`config.mk`:
```
export PLATFORM = sky130hd
export DESIGN_NAME = fetch_unit
export DESIGN_NICKNAME = d
export VERILOG_FILES = /design/src/rtl/cpu_pkg.sv /design/src/rtl/fetch_unit_pc_reg.sv /design/src/rtl/fetch_unit.sv
export SDC_FILE = /design/constraint.sdc
export NUM_CORES = 1
export LEC_CHECK = 0
export CAP_MARGIN = 10
export CELL_PAD_IN_SITES_DETAIL_PLACEMENT = 2
export CELL_PAD_IN_SITES_GLOBAL_PLACEMENT = 2
export CORE_UTILIZATION = 30
export DETAILED_ROUTE_END_ITERATION = 8
export GPL_ROUTABILITY_DRIVEN = 0
export PLACE_DENSITY = 0.95
export SETUP_SLACK_MARGIN = 0.15
export SLEW_MARGIN = 10
export SYNTH_ARGS = -nofsm -noshare
export SYNTH_HDL_FRONTEND = slang
export SYNTH_HIERARCHICAL = 1
export SYNTH_SLANG_ARGS = --single-unit
```
`constraint.sdc`:
```
create_clock -name clk -period 3.8 [get_ports clk]
set_input_delay 0.38 -clock clk [delete_from_list [all_inputs] [get_ports clk]]
set_output_delay 0.38 -clock clk [all_outputs]
set_load 0.01 [all_outputs]
```
`src/rtl/cpu_pkg.sv`:
```
// Shared RV32I core definitions: fetch FSM states, PC mux selects, reset/NOP
// constants and the major opcodes the control unit decodes.
package cpu_pkg;

  typedef enum logic [1:0] {
    FETCH = 2'd0,
    HOLD  = 2'd1,
    DRAIN = 2'd2
  } fetch_state_t;

  typedef enum logic [1:0] {
    PC_HOLD   = 2'd0,
    PC_INC    = 2'd1,
    PC_TARGET = 2'd2
  } pc_sel_t;

  localparam logic [31:0] DEFAULT_RESET_PC  = 32'h0000_0000;
  localparam logic [31:0] DEFAULT_NOP_INSTR = 32'h0000_0013;

  localparam logic [6:0] OPC_LUI      = 7'b0110111;
  localparam logic [6:0] OPC_AUIPC    = 7'b0010111;
  localparam logic [6:0] OPC_JAL      = 7'b1101111;
  localparam logic [6:0] OPC_JALR     = 7'b1100111;
  localparam logic [6:0] OPC_BRANCH   = 7'b1100011;
  localparam logic [6:0] OPC_LOAD     = 7'b0000011;
  localparam logic [6:0] OPC_STORE    = 7'b0100011;
  localparam logic [6:0] OPC_OP_IMM   = 7'b0010011;
  localparam logic [6:0] OPC_OP       = 7'b0110011;
  localparam logic [6:0] OPC_MISC_MEM = 7'b0001111;
  localparam logic [6:0] OPC_SYSTEM   = 7'b1110011;

  // Instruction fetches are always word aligned; low address bits are dropped.
  function automatic logic [31:0] wordAlign(input logic [31:0] addr);
    return addr & 32'hFFFF_FFFC;
  endfunction

endpackage

```
`src/rtl/fetch_unit_pc_reg.sv`:
```
// Program counter register: async reset, load enable, and a next-value mux
// choosing between hold, sequential increment and an aligned target.
module pc_reg
  import cpu_pkg::*;
#(
  parameter logic [31:0] RESET_PC = DEFAULT_RESET_PC
) (
  input  logic        clk,
  input  logic        rst,
  input  logic        i_loadEn,
  input  pc_sel_t     i_sel,
  input  logic [31:0] i_target,
  output logic [31:0] o_pc,
  output logic [31:0] o_pcPlus4
);

  logic [31:0] r_pc;
  logic [31:0] w_pcNext;
  logic [31:0] w_pcPlus4;

  // Natural 32-bit wrap gives FFFF_FFFC + 4 = 0000_0000.
  assign w_pcPlus4 = r_pc + 32'd4;

  always_comb begin
    w_pcNext = r_pc;
    unique case (i_sel)
      PC_INC:    w_pcNext = w_pcPlus4;
      PC_TARGET: w_pcNext = wordAlign(i_target);
      default:   w_pcNext = r_pc;
    endcase
  end

  always_ff @(posedge clk or posedge rst) begin
    if (rst) begin
      r_pc <= RESET_PC;
    end else if (i_loadEn) begin
      r_pc <= w_pcNext;
    end
  end

  assign o_pc      = r_pc;
  assign o_pcPlus4 = w_pcPlus4;

endmodule

```
`src/rtl/fetch_unit.sv`:
```
// Instruction fetch stage: owns the PC, runs the imem req/ack handshake, holds
// the fetched word for decode and squashes responses made stale by a redirect.
module fetch_unit
  import cpu_pkg::*;
#(
  parameter logic [31:0] RESET_PC  = DEFAULT_RESET_PC,
  parameter logic [31:0] NOP_INSTR = DEFAULT_NOP_INSTR
) (
  input  logic        clk,
  input  logic        rst,
  output logic        imem_req,
  output logic [31:0] imem_addr,
  input  logic        imem_ack,
  input  logic [31:0] imem_rdata,
  input  logic        stall,
  input  logic        redirect,
  input  logic [31:0] redirect_target,
  output logic        instr_valid,
  output logic [31:0] instruction,
  output logic [31:0] pc,
  output logic [31:0] pc_plus4
);

  fetch_state_t r_state;
  fetch_state_t w_stateNext;

  logic [31:0] r_instr;
  logic        r_valid;
  logic [31:0] r_pendTarget;

  logic [31:0] w_instrNext;
  logic        w_validNext;
  logic [31:0] w_pendNext;
  logic        w_reqState;
  logic        w_pcLoad;
  pc_sel_t     w_pcSel;
  logic [31:0] w_pcTarget;
  logic [31:0] w_pc;
  logic [31:0] w_pcPlus4;

  pc_reg #(
    .RESET_PC (RESET_PC)
  ) u_pcReg (
    .clk       (clk),
    .rst       (rst),
    .i_loadEn  (w_pcLoad),
    .i_sel     (w_pcSel),
    .i_target  (w_pcTarget),
    .o_pc      (w_pc),
    .o_pcPlus4 (w_pcPlus4)
  );

  always_ff @(posedge clk or posedge rst) begin
    if (rst) begin
      r_state      <= FETCH;
      r_instr      <= NOP_INSTR;
      r_valid      <= 1'b0;
      r_pendTarget <= 32'h0000_0000;
    end else begin
      r_state      <= w_stateNext;
      r_instr      <= w_instrNext;
      r_valid      <= w_validNext;
      r_pendTarget <= w_pendNext;
    end
  end

  // In DRAIN the PC is deliberately left at the stale address so the
  // outstanding request stays stable until memory acknowledges it.
  always_comb begin
    w_stateNext = r_state;
    w_instrNext = r_instr;
    w_validNext = r_valid;
    w_pendNext  = r_pendTarget;
    w_reqState  = 1'b0;
    w_pcLoad    = 1'b0;
    w_pcSel     = PC_HOLD;
    w_pcTarget  = redirect_target;

    unique case (r_state)
      FETCH: begin
        w_reqState = 1'b1;
        if (imem_ack) begin
          if (redirect) begin
            w_pcLoad = 1'b1;
            w_pcSel  = PC_TARGET;
          end else begin
            w_instrNext = imem_rdata;
            w_validNext = 1'b1;
            w_stateNext = HOLD;
          end
        end else if (redirect) begin
          w_pendNext  = wordAlign(redirect_target);
          w_stateNext = DRAIN;
        end
      end

      DRAIN: begin
        w_reqState = 1'b1;
        if (imem_ack) begin
          w_pcLoad    = 1'b1;
          w_pcSel     = PC_TARGET;
          w_pcTarget  = redirect ? redirect_target : r_pendTarget;
          w_stateNext = FETCH;
        end else if (redirect) begin
          w_pendNext = wordAlign(redirect_target);
        end
      end

      HOLD: begin
        if (redirect) begin
          w_pcLoad    = 1'b1;
          w_pcSel     = PC_TARGET;
          w_validNext = 1'b0;
          w_instrNext = NOP_INSTR;
          w_stateNext = FETCH;
        end else if (!stall) begin
          w_pcLoad    = 1'b1;
          w_pcSel     = PC_INC;
          w_validNext = 1'b0;
          w_instrNext = NOP_INSTR;
          w_stateNext = FETCH;
        end
      end

      default: begin
        w_stateNext = FETCH;
      end
    endcase
  end

  // Reset withdraws the request at once rather than waiting for a clock.
  assign imem_req    = w_reqState & ~rst;
  assign imem_addr   = w_pc;
  assign instr_valid = r_valid;
  assign instruction = r_instr;
  assign pc          = w_pc;
  assign pc_plus4    = w_pcPlus4;

endmodule

```
==> metrics.md <==
| Metric | Value |
|---|---|
| Total power | `3.99 mW` |
| Clk_lat worst skew | `350 ps` |
| DRT antenna net count | `0` |
| Multi-input logic area | `2790 um^2` |
| Layout fillers | `1887` |
| CTS tree | `built` |
| Chip Height | `140 um` |
| I/O Pins | `199` |
| Non-filler instance count after layout | `919` |
| RSZ-0062 raised after global routing | `no` |
| Drt via density | `5.28` |
| CP Launch Type | `flip-flop` |
| Pleak | `3.14 nW` |
| CTS sink count | `95` |
| Power per cell area | `513 nW/um^2` |
| Avg WL per Cell | `21.3 um` |
| Worst VDD drop | `204 uV` |
| Post-layout min period | `3480 ps` |
| Synth Cell Area | `5680 um^2` |
| Pre-Repair DR Iteration Count | `4` |
| Clk_skew | `3.53 ps` |
| Tightest Pin Transition | `937 ps` |
| FF+latch area | `2380 um^2` |
| Slew HR | `37.4%` |
| Cts repair resizes | `0` |
| Post-route setup TNS | `0 ps` |
| Max-slew violations | `0` |
| CP Cell Sequence | `nand4_2 -> nor3_2 -> and3_1 -> xnor2_1 -> clkdlybuf4s50_1` |
| Drt total wl | `19.6 mm` |
| PortBufs | `190` |
| Highest-delay cell along the critical path | `nor3_2` |
| Tcrit/Tclk final | `91.6%` |
| Critical path buffers and inverters | `1` |
| Endpoint class of the critical path | `output port` |
| Initial Utilization | `31.1%` |
| Worst-case clock buffer depth | `2` |
| First-pass GRT wire length | `31.1 mm` |
| Setup Fix Bufs, Post-CTS | `0` |
| Die area | `19500 um^2` |
| Layout overhead on the synthesized area | `37.1%` |
| 1st-iter DRT viols | `265` |
| Setup violators final | `0` |
| Number of H-tree levels | `3` |
| Largest net degree at the start of global routing | `44` |
| Average size of a mapped cell | `10.4 um^2` |
| Hold Worst Slack | `477 ps` |
| Core area | `18300 um^2` |
| Worst EP required | `3420 ps` |
| DPL Wire Length | `14.8 mm` |
| CP max stage delay | `670 ps` |
| Grt total ovfl | `0` |
| Worst endpoint data arrival time | `3100 ps` |
| CTS Buf Count | `9` |
| Max-cap violations | `0` |
| Nets | `754` |
| Post-Place Cells | `901` |
| # rows | `49` |
| Crit-path max FO | `13` |
| Synthesis Warnings | `6` |
| Critical path class | `reg2out` |
| Final hold vios | `0` |
| Clock transition at path regs | `70 ps` |
| Vias | `4855` |
| Status | `completed` |
| Vias in the first global route | `5456` |
| DRC Markers | `0` |
| GR Util All Layers | `20.6%` |
| Delay-heaviest family, CP | `simple AND/OR/NAND/NOR gates` |
| Root buf cell | `clkbuf_16` |
| Layout cell share with drive strength beyond 1 | `16.6%` |
| Max Freq | `0.287 GHz` |
| Hold buffers post-CTS | `0` |
| Die W | `140 um` |
| Final design utilization | `42.7%` |
| Worst hold-check path type | `reg2reg` |
| Antenna violations before repair | `6` |
| Post-Syn Instances | `544` |
==> worst min-delay path, stage by stage, from the launching register on <==
cell and delay [ps]:
dfstp_2 370, inv_1 50, a21oi_1 60
==> state kept, by name (all words and copies together) (netlist names) <==
name,cells
r_pendTarget,30
r_state,2
instruction,32
instr_valid,1
u_pcReg/o_pc,30
==> cells in the final DEF (no fill, tap or decap), types with 3 or more instances in the layout <==
cell and instances:
a21oi_1 20, a22o_1 29, a22oi_1 3, a311o_1 3
a31oi_1 5, and3_1 19, buf_4 10, clkbuf_16 9
clkdlybuf4s50_1 190, conb_1 4, dfrtp_1 92, dfstp_2 3
inv_1 13, mux2_1 4, mux2_2 56, mux2i_1 5
nand2_1 24, nand2b_1 5, nand3_1 18, nand4_1 12
nor2_1 22, nor3_1 13, o211ai_1 7, o21ai_0 15
o2bb2ai_1 5, o311ai_0 4, o311ai_1 4, or3_1 7
xnor2_1 15, xor2_1 11
==> per-layer routing <==
metal,up-vias,share of wire (%),global-route usage [%]
li1,2224,-,-
met5,-,0.13,0
met4,4,1.9,7.17
met1,2400,42,25.1
met3,30,7.7,5.51
met2,197,49,34.8
==> power by group <==
group	total [mW]	leakage [nW]	internal (mW)	switching (mW)
Combinational	1.59	1.89	0.876	0.717
Clock	0.895	0.138	0.485	0.411
Sequential	1.51	1.11	1.22	0.290
Total	3.99	3.14	2.58	1.42
==> path summary, 6_finish.rpt <==
check | start | to | slack [ps] | cells after the start
setup / recovery | u_pcReg/o_pc[5] | pc_plus4[24] | 320 | 5
hold / removal | instruction[4] | instruction[4] | 480 | 2
setup reg to reg | r_state[0] | u_pcReg/o_pc[31] | 770 | 7
hold reg to reg | instruction[4] | instruction[4] | 480 | 2
max in group asynchronous | rst | instruction[1] | 2200 | 3
min in group asynchronous | rst | u_pcReg/o_pc[15] | 660 | 2
==> final cells by class <==
class	count	area share (%)
diodes	2	0.0642
clock inverters	5	0.530
repair buffers	200	25.4
flip-flops and latches	95	30.6
inverters	15	0.723
clock buffers	11	3.24
well taps	229	3.68
multi-input cells	362	35.8
==> stage by stage <==
stage	instance area, um^2	worst slack, ps
2_1_floorplan	5690	1430
3_3_place_gp	7490	744
3_5_place_dp	7490	655
4_1_cts	7790	314
5_1_grt	7790	176
6_report	7790	318
No activity file was read; power rests on OpenSTA's default activity.
